===== config.mk =====
export PLATFORM = sky130hd
export DESIGN_NAME = shift_pla_inv
export DESIGN_NICKNAME = d
export VERILOG_FILES = /design/src/rtl/shift_pla_inv.sv
export SDC_FILE = /design/constraint.sdc
export NUM_CORES = 1
export LEC_CHECK = 0
export BUFFER_PORTS_ARGS = -buffer_cell sky130_fd_sc_hd__buf_2
export CORE_ASPECT_RATIO = 0.6
export CORE_MARGIN = 5
export CORE_UTILIZATION = 40
export CTS_CLUSTER_SIZE = 28
export DETAILED_ROUTE_END_ITERATION = 10
export PLACE_DENSITY = 0.69
export SYNTH_ARGS = -nofsm -noshare
export SYNTH_HDL_FRONTEND = slang
export SYNTH_SLANG_ARGS = --single-unit

===== constraint.sdc =====
create_clock -name clock -period 2.4 [get_ports clock]
set_clock_uncertainty 0.05 [all_clocks]
set_input_delay 0.48 -clock clock [delete_from_list [all_inputs] [get_ports clock]]
set_output_delay 0.48 -clock clock [all_outputs]
set_load 0.01 [all_outputs]

===== src/rtl/shift_pla_inv.sv =====
// -----------------------------------------------------------------------------
// shift_pla_inv
//
// Purpose:
//   Shift-only piecewise-linear approximation of x = atanh(y), implemented as
//   a 3-stage pipeline with a valid/ready handshake on both sides. No
//   multipliers are used: every segment slope is a power of two.
//
//   Segments on a = |y| (units of 1.0):
//     a <  0.5           : m = a
//     0.5  <= a < 0.75   : m = 2a - 0.5
//     0.75 <= a < 0.875  : m = 4a - 2
//     a >= 0.875         : m = 8a - 5
//   The magnitude is truncated toward zero to the output fraction width and
//   only then negated, so the transfer function is exactly odd-symmetric.
//   y = -1 maps directly to the most negative output code.
//
// Parameters:
//   W_IN   input width,  signed Q1.(W_IN-1)           (tanh-domain value y)
//   W_OUT  output width, signed Q(OUT_I).(W_OUT-OUT_I) (argument x)
//   OUT_I  output integer bits including the sign bit
//
// Ports:
//   clock      rising-edge clock for all state
//   reset      asynchronous active-high reset, clears all valid bits and out
//   in         input sample y
//   in_valid   `in` holds a valid sample
//   in_ready   block accepts a sample this cycle
//   out        result x ~ atanh(y)
//   out_valid  `out` holds a valid result
//   out_ready  downstream accepts `out` this cycle
//
// Pipeline:
//   S1: sign, |y|, segment index, y == -1 flag
//   S2: shift and subtract segment offset
//   S3: truncate, restore sign, saturate (S3 registers drive the outputs)
// All stages advance together; the only stall source is a result waiting at
// the output that the downstream is not taking.
// -----------------------------------------------------------------------------
module shift_pla_inv #(
  parameter int W_IN  = 10,
  parameter int W_OUT = 10,
  parameter int OUT_I = 4
) (
  input  logic             clock,
  input  logic             reset,
  input  logic [W_IN-1:0]  in,
  input  logic             in_valid,
  output logic             in_ready,
  output logic [W_OUT-1:0] out,
  output logic             out_valid,
  input  logic             out_ready
);

  // Fraction bits on the input and output sides.
  localparam int FI  = W_IN - 1;
  localparam int FO  = W_OUT - OUT_I;
  // Magnitude datapath: 4 integer bits cover 8a - 5 < 3 and 8a < 8.
  localparam int MW  = FI + 4;
  // Truncated magnitude: same 4 integer bits, output fraction width.
  localparam int MTW = FO + 4;
  // Comparison width for saturation: wide enough for both the magnitude and
  // the output range limits, plus one guard bit.
  localparam int CW  = ((MTW > W_OUT) ? MTW : W_OUT) + 1;

  // Segment offsets expressed with FI fraction bits.
  localparam logic [MW-1:0] OFF_HALF = MW'(1) << (FI - 1); // 0.5
  localparam logic [MW-1:0] OFF_TWO  = MW'(2) << FI;       // 2.0
  localparam logic [MW-1:0] OFF_FIVE = MW'(5) << FI;       // 5.0

  // Output range limits, as magnitudes.
  localparam logic [CW-1:0] POS_LIM = (CW'(1) << (W_OUT - 1)) - CW'(1);
  localparam logic [CW-1:0] NEG_LIM = CW'(1) << (W_OUT - 1);

  localparam logic [W_OUT-1:0] OUT_MAX = {1'b0, {(W_OUT-1){1'b1}}};
  localparam logic [W_OUT-1:0] OUT_MIN = {1'b1, {(W_OUT-1){1'b0}}};
  localparam logic [W_IN-1:0]  IN_MIN  = {1'b1, {(W_IN-1){1'b0}}};

  // ---------------------------------------------------------------------------
  // Flow control
  // ---------------------------------------------------------------------------
  logic stall;
  logic advance;

  // Depends only on the output register and out_ready; no path from in/in_valid.
  assign stall    = out_valid & ~out_ready;
  assign advance  = ~stall;
  assign in_ready = advance;

  // ---------------------------------------------------------------------------
  // Stage 1: sign, absolute value, segment
  // ---------------------------------------------------------------------------
  logic            v1_q;
  logic            sign1_q, sign1_d;
  logic            min1_q, min1_d;
  logic [W_IN-1:0] mag1_q, mag1_d;
  logic [1:0]      seg1_q, seg1_d;

  always_comb begin
    sign1_d = in[W_IN-1];
    min1_d  = (in == IN_MIN);
    // |y| fits in W_IN unsigned bits; -1 becomes 1.0 (MSB set), which the
    // min flag overrides at the output anyway.
    mag1_d  = sign1_d ? (~in + W_IN'(1)) : in;
    // Segment from the top three fraction bits of |y| only.
    if (!mag1_d[FI-1]) begin
      seg1_d = 2'd0;
    end else if (!mag1_d[FI-2]) begin
      seg1_d = 2'd1;
    end else if (!mag1_d[FI-3]) begin
      seg1_d = 2'd2;
    end else begin
      seg1_d = 2'd3;
    end
  end

  always_ff @(posedge clock or posedge reset) begin
    if (reset) begin
      v1_q    <= 1'b0;
      sign1_q <= 1'b0;
      min1_q  <= 1'b0;
      mag1_q  <= '0;
      seg1_q  <= 2'd0;
    end else if (advance) begin
      v1_q    <= in_valid;
      sign1_q <= sign1_d;
      min1_q  <= min1_d;
      mag1_q  <= mag1_d;
      seg1_q  <= seg1_d;
    end
  end

  // ---------------------------------------------------------------------------
  // Stage 2: shift and subtract offset
  // ---------------------------------------------------------------------------
  logic          v2_q;
  logic          sign2_q;
  logic          min2_q;
  logic [MW-1:0] m2_q, m2_d;
  logic [MW-1:0] a_ext;

  assign a_ext = MW'(mag1_q);

  // Every segment result is non-negative for its input range, so plain
  // unsigned arithmetic is exact here.
  always_comb begin
    m2_d = a_ext;
    case (seg1_q)
      2'd0:    m2_d = a_ext;
      2'd1:    m2_d = (a_ext << 1) - OFF_HALF;
      2'd2:    m2_d = (a_ext << 2) - OFF_TWO;
      default: m2_d = (a_ext << 3) - OFF_FIVE;
    endcase
  end

  always_ff @(posedge clock or posedge reset) begin
    if (reset) begin
      v2_q    <= 1'b0;
      sign2_q <= 1'b0;
      min2_q  <= 1'b0;
      m2_q    <= '0;
    end else if (advance) begin
      v2_q    <= v1_q;
      sign2_q <= sign1_q;
      min2_q  <= min1_q;
      m2_q    <= m2_d;
    end
  end

  // ---------------------------------------------------------------------------
  // Stage 3: truncate toward zero, restore sign, saturate
  // ---------------------------------------------------------------------------
  logic [MTW-1:0]   mt;
  logic [CW-1:0]    mt_w;
  logic [W_OUT-1:0] res_d;
  logic [W_OUT-1:0] out_q;
  logic             v3_q;

  // The magnitude is non-negative, so dropping low bits is truncation toward
  // zero. If the output has more fraction bits than the input, pad instead.
  generate
    if (FI >= FO) begin : g_trunc
      assign mt = MTW'(m2_q >> (FI - FO));
    end else begin : g_extend
      assign mt = MTW'(m2_q) << (FO - FI);
    end
  endgenerate

  always_comb begin
    mt_w  = CW'(mt);
    res_d = mt_w[W_OUT-1:0];
    if (min2_q) begin
      res_d = OUT_MIN;
    end else if (!sign2_q) begin
      if (mt_w > POS_LIM) begin
        res_d = OUT_MAX;
      end
    end else if (mt_w > NEG_LIM) begin
      res_d = OUT_MIN;
    end else begin
      // Negate only after truncation so that f(-y) == -f(y) exactly.
      res_d = W_OUT'(0) - mt_w[W_OUT-1:0];
    end
  end

  always_ff @(posedge clock or posedge reset) begin
    if (reset) begin
      v3_q  <= 1'b0;
      out_q <= '0;
    end else if (advance) begin
      v3_q  <= v2_q;
      out_q <= res_d;
    end
  end

  assign out       = out_q;
  assign out_valid = v3_q;

endmodule


* Word-level counts from Yosys, hierarchy flattened
Index checks and enable logic that the tools add are counted.
** Storage, ports and cells
- Register bits :: 42
- Latch bits :: 0
- Bits in writable memories :: 0
- Bits in read-only memories :: 0
- Input port bits :: 14
- Output and inout bits :: 12
- Memories :: 0
** Operators by class
- $add $sub $neg :: 5
- $mul :: 0
- Div/mod/pow operators :: 0
- Order comparisons :: 2
- Equality and inequality tests :: 3
- Shift-type cells :: 0
- Mux-type cells :: 9
- Bitwise operators :: 4
- Reductions and logical operators :: 1
** Operators by type and width (count)
- 10-bit two-way mux :: 5
- 13-bit case mux with 3 select lines :: 1
- 12-bit by 11-bit subtractor with 13-bit output, second input constant :: 1
- 13-bit by 12-bit subtractor with 13-bit output, second input constant :: 1
- 11-bit by 9-bit subtractor with 12-bit output, second input constant :: 1
- 10-bit by 1-bit adder with 10-bit output, second input constant :: 1
- 10-bit == test, second input constant :: 1
- 10-bit > comparator, second input constant :: 1
- 10-bit by 9-bit > comparator with 1-bit output, second input constant :: 1
- 10-bit NOT :: 1
- 1-bit by 10-bit subtractor with 10-bit output, first input constant :: 1
- 2-bit two-way mux :: 2
- 2-bit by 1-bit == test with 1-bit output, second input constant :: 1
- 2-bit == test, second input constant :: 1
- 2-bit logical NOT :: 1
- 1-bit NOT :: 2
- 1-bit AND :: 1
- 1-bit two-way mux :: 1

* Depth between registers and ports, before layout
- Depth after elaboration :: 6
- Mapped depth :: 6
- Gate-level depth less buffers :: 6

* Least setup slack after synthesis
Ideal clock, no wire load.
- Kind :: reg-to-reg
- Start :: reg m2_q[3]
- End :: reg out_q[5] (netlist: out[5])
- Setup time :: 95 ps
- Arrival time :: 1663 ps
- Slack :: 591 ps
- Stages on the path, launching flop included :: 7
- Path buffers :: 0
- Period minus slack after synthesis :: 1809 ps
- Path through :: dfrtp_1 -> inv_1 -> ha_1 -> or4b_4 -> o21ai_2 -> o21ai_2 -> o31ai_1
** On the way
- Longest elaborated chain between the ends :: 4
- Elaborated cells on any way between the ends :: 7
- Those cells by class :: add/sub (1); order compare (2); mux (4)
** Ends and longest elaborated chain
- from (decl) :: line 139 : logic [MW-1:0] m2_q, m2_d;
- from (signal assigned) :: line 166 : m2_q <= m2_d;
- 1-bit by 10-bit subtractor with 10-bit output, or another cell as far along :: line 202 : res_d = W_OUT'(0) - mt_w[W_OUT-1:0];
- 10-bit two-way mux, on equally long branches :: line 198, 195
- 10-bit two-way mux * :: line 194 : end else if (!sign2_q) begin
- 10-bit two-way mux * :: line 192 : if (min2_q) begin
- to (signal assigned) :: line 212 : out_q <= res_d;
- to (decl) :: line 176 : logic [W_OUT-1:0] out_q;
Every way passes the cells marked *; elsewhere a longest branch is shown, timed or not.
A chain may end at the register's enable or synchronous reset.

* Worst setup path in the final report
Ends and elaborated chain as after synthesis.

==> results.ini <==
[status]
status=finished clean

[timing]
min_period_ns=2.091
fin_crit_sh=0.8712
tightest_slew_ns=0.6449
drv_slew=0
rsz0062_at_grt=false
max_freq_mhz=478.3
hold_viol_final=0
setup_viol=0
tns_ns=0
slew_headroom=0.5701

[logic_synthesis]
syn_area_um2=2285
synth.area.top_cells=dfrtp_1 (43%), nand2_1 (6.2%), o21ai_0 (5.5%)
synth_seq_cells=39
postSynthAreaPerCell_um2=8.821
synth-edff-count=0
ys.flop_type=dfrtp_1
synth_cells=259
synthArstFlopShare=1.000
syn_nets=280
ys_seq_area_frac=0.4272
synth_area_leader_cell=dfrtp_1
synth_top_area_share=0.4272
ys.warnings.count=0
synthDistinctLibCells=51

[setup_path]
cp_max_fo=7
crit_path_end_kind=flip-flop
reg2reg_to=out[5]
critPathKind=flip-flop to flip-flop
cp-start-kind=flip-flop
r2r-start=m2_q[3]
r2r_slack_ns=0.31
worstPathArrival_ns=2.25
cp.required_ns=2.56
crit_slowest_cell=or4b_4
rr_worst_depth=6
cp_common_cell=o21ai_2
crit_chain=inv_1 > ha_1 > or4b_4 > o21ai_2 > o21ai_2 > o31ai_1
critPathMaxStageDelay_ns=0.52

[finish]
syn_to_final_growth_pct=15.39
diodes=0
fin_nets=305
final_layout_size_suffix_gt1_frac=0.1754
fill_cells=563

[floorplanning]
fp.coreArea_um2=5544
die_w_um=107.6
io_pins=26
start_util=0.4121
die_area_um2=7373
fp-row-count=21
die_y_um=68.54

[routing]
drt-total-wl_um=5253
ant_nets=0
drc=0
wl_per_cell_um=14.39
vias_per_cell=5.362
drtIter0Drc=96
firstDrtPassIters=4
vias=1957

[grt]
grt_pass1_vias=1800
grt_max_degree=40
grt-ovfl-total=0
antenna_found_initial=0
grt_pass1_wl_um=8783
grt.total_usage=0.1537

[power_and_ir_drop]
cellPowerDensity_nw_per_um2=1132
ir_drop_mv=0.3579
p_leak_nw=1.177
power.total_mw=2.985

[clock_network]
cts_resized=0
cts_max_level=2
cts.root.buffer_cell=clkbuf_8
path_clk_slew_ns=0.08
numCtsBuffers=5
cts_tree=yes
clkSinkCount=39
post_cts_buffers=0
max-clock-path-buffers=2
clk_latency_ns=0.30
cts_hold_buffers=0

[worst_hold_path]
hp-class=input pin to async pin

[flow_run]
maxCapViolCount=0

[placed_design]
dp_hpwl_um=3873
port_buffers=25
routabilityCongestion=0.8660

[layer usage]
metal	part of all wire	vias up	GRT usage
li1	-	968	-
met1	0.52	930	0.2322
met2	0.41	54	0.2121
met3	0.064	5	0.05302
met4	0.0049	0	0.02677
met5	0	-	0
[worst max-delay path: cells and delay by family (launching register included)]
family | cells | cell delay, ns
flops | 1 | 0.45
compound gates | 3 | 0.58
buf+inv | 1 | 0.10
fa+ha+maj | 1 | 0.29
simple gates | 1 | 0.52
[flip-flops by register name, summed over array words and instances (netlist names)]
name       cells
seg1_q         2
m2_q          10
out           10
out_valid      1
min2_q         1
min1_q         1
mag1_q        10
sign1_q        1
sign2_q        1
v2_q           1
v1_q           1
[report_power, final]
group / leakage [nW] / total (mW) / internal (mW) / switching, mW
Sequential: 0.474 / 1.19 / 0.898 / 0.293
Combinational: 0.639 / 1.13 / 0.505 / 0.626
Clock: 0.0644 / 0.663 / 0.415 / 0.249
[synthesized netlist by cell type (2+ instances only)]
| library cell | number |
|---|---|
| xnor2_1 | 4 |
| nor3_1 | 7 |
| buf_2 | 2 |
| nand3_1 | 3 |
| nor4_1 | 2 |
| xor2_1 | 6 |
| nor2b_1 | 5 |
| o211ai_1 | 2 |
| mux2i_1 | 7 |
| a22oi_1 | 2 |
| a221o_1 | 3 |
| nand2b_1 | 4 |
| o21ai_0 | 25 |
| nand2_1 | 38 |
| o21ai_2 | 2 |
| a211oi_1 | 4 |
| a22o_1 | 2 |
| or3_1 | 3 |
| nor2_1 | 23 |
| dfrtp_1 | 39 |
| a21oi_1 | 14 |
| clkbuf_1 | 10 |
| o31ai_1 | 3 |
| inv_1 | 13 |
| ha_1 | 7 |
| a31oi_1 | 4 |
[logic make-up after synthesis]
group                      share of synthesized area
and+or+nand+nor                               0.2015
AOI/OAI and AO/OA                             0.2043
DFF                                           0.4272
buffers and inverters                        0.04984
xor gates and xnor gates                     0.03833
muxes                                        0.04053
adders and majority gates                    0.03833
[cell type report]
cell class	instances	area [µm²]	area share
clock buffer	5	68.82	0.02610
clock inverter	3	67.56	0.02563
inverter	13	48.80	0.01851
multi-input combinational	193	1197	0.4542
sequential	39	975.9	0.3702
tap	80	100.1	0.03797
timing repair buffer	32	177.7	0.06739
[how the worst max path moves through the flow]
stage / startpoint / endpoint / slack [ns]
final: m2_q[3] / out[5] / 0.31
after detailed placement: m2_q[3] / out[5] / 0.33
after CTS: m2_q[4] / out[5] / 0.32
after floorplan: m2_q[3] / out[5] / 0.59
after global placement: m2_q[3] / out[5] / 0.48
after global routing: m2_q[3] / out[5] / 0.18
[through the flow]
stage	cell area, µm²	hold slack (ns)	setup WS, ns	cells	util
final	2636	0.2325	0.3091	365	0.4755
after floorplan	2285	0.3796	0.5912	259	-
after detailed placement	2500	0.4059	0.3342	357	0.4509
after global routing	2636	0.2737	0.1800	365	0.4755
after global placement	2500	0.4016	0.4775	357	0.4509
after CTS	2636	0.2535	0.3169	365	0.4755
[placed cells by master, fill, tap and decap left out, drive strengths merged, types with 2 or more instances in the layout]
master  count
dfrtp      39
nand2      38
buf        32
o21ai      27
nor2       23
a21oi      14
inv        13
nor3        7
mux2i       7
ha          7
xor2        6
clkbuf      5
nor2b       5
a211oi      4
xnor2       4
a31oi       4
nand2b      4
o31ai       4
or3         3
nand3       3
a221o       3
a22oi       2
nor4        2
o211ai      2
a22o        2
bufinv      2
No activity file was read; power rests on OpenSTA's default activity.
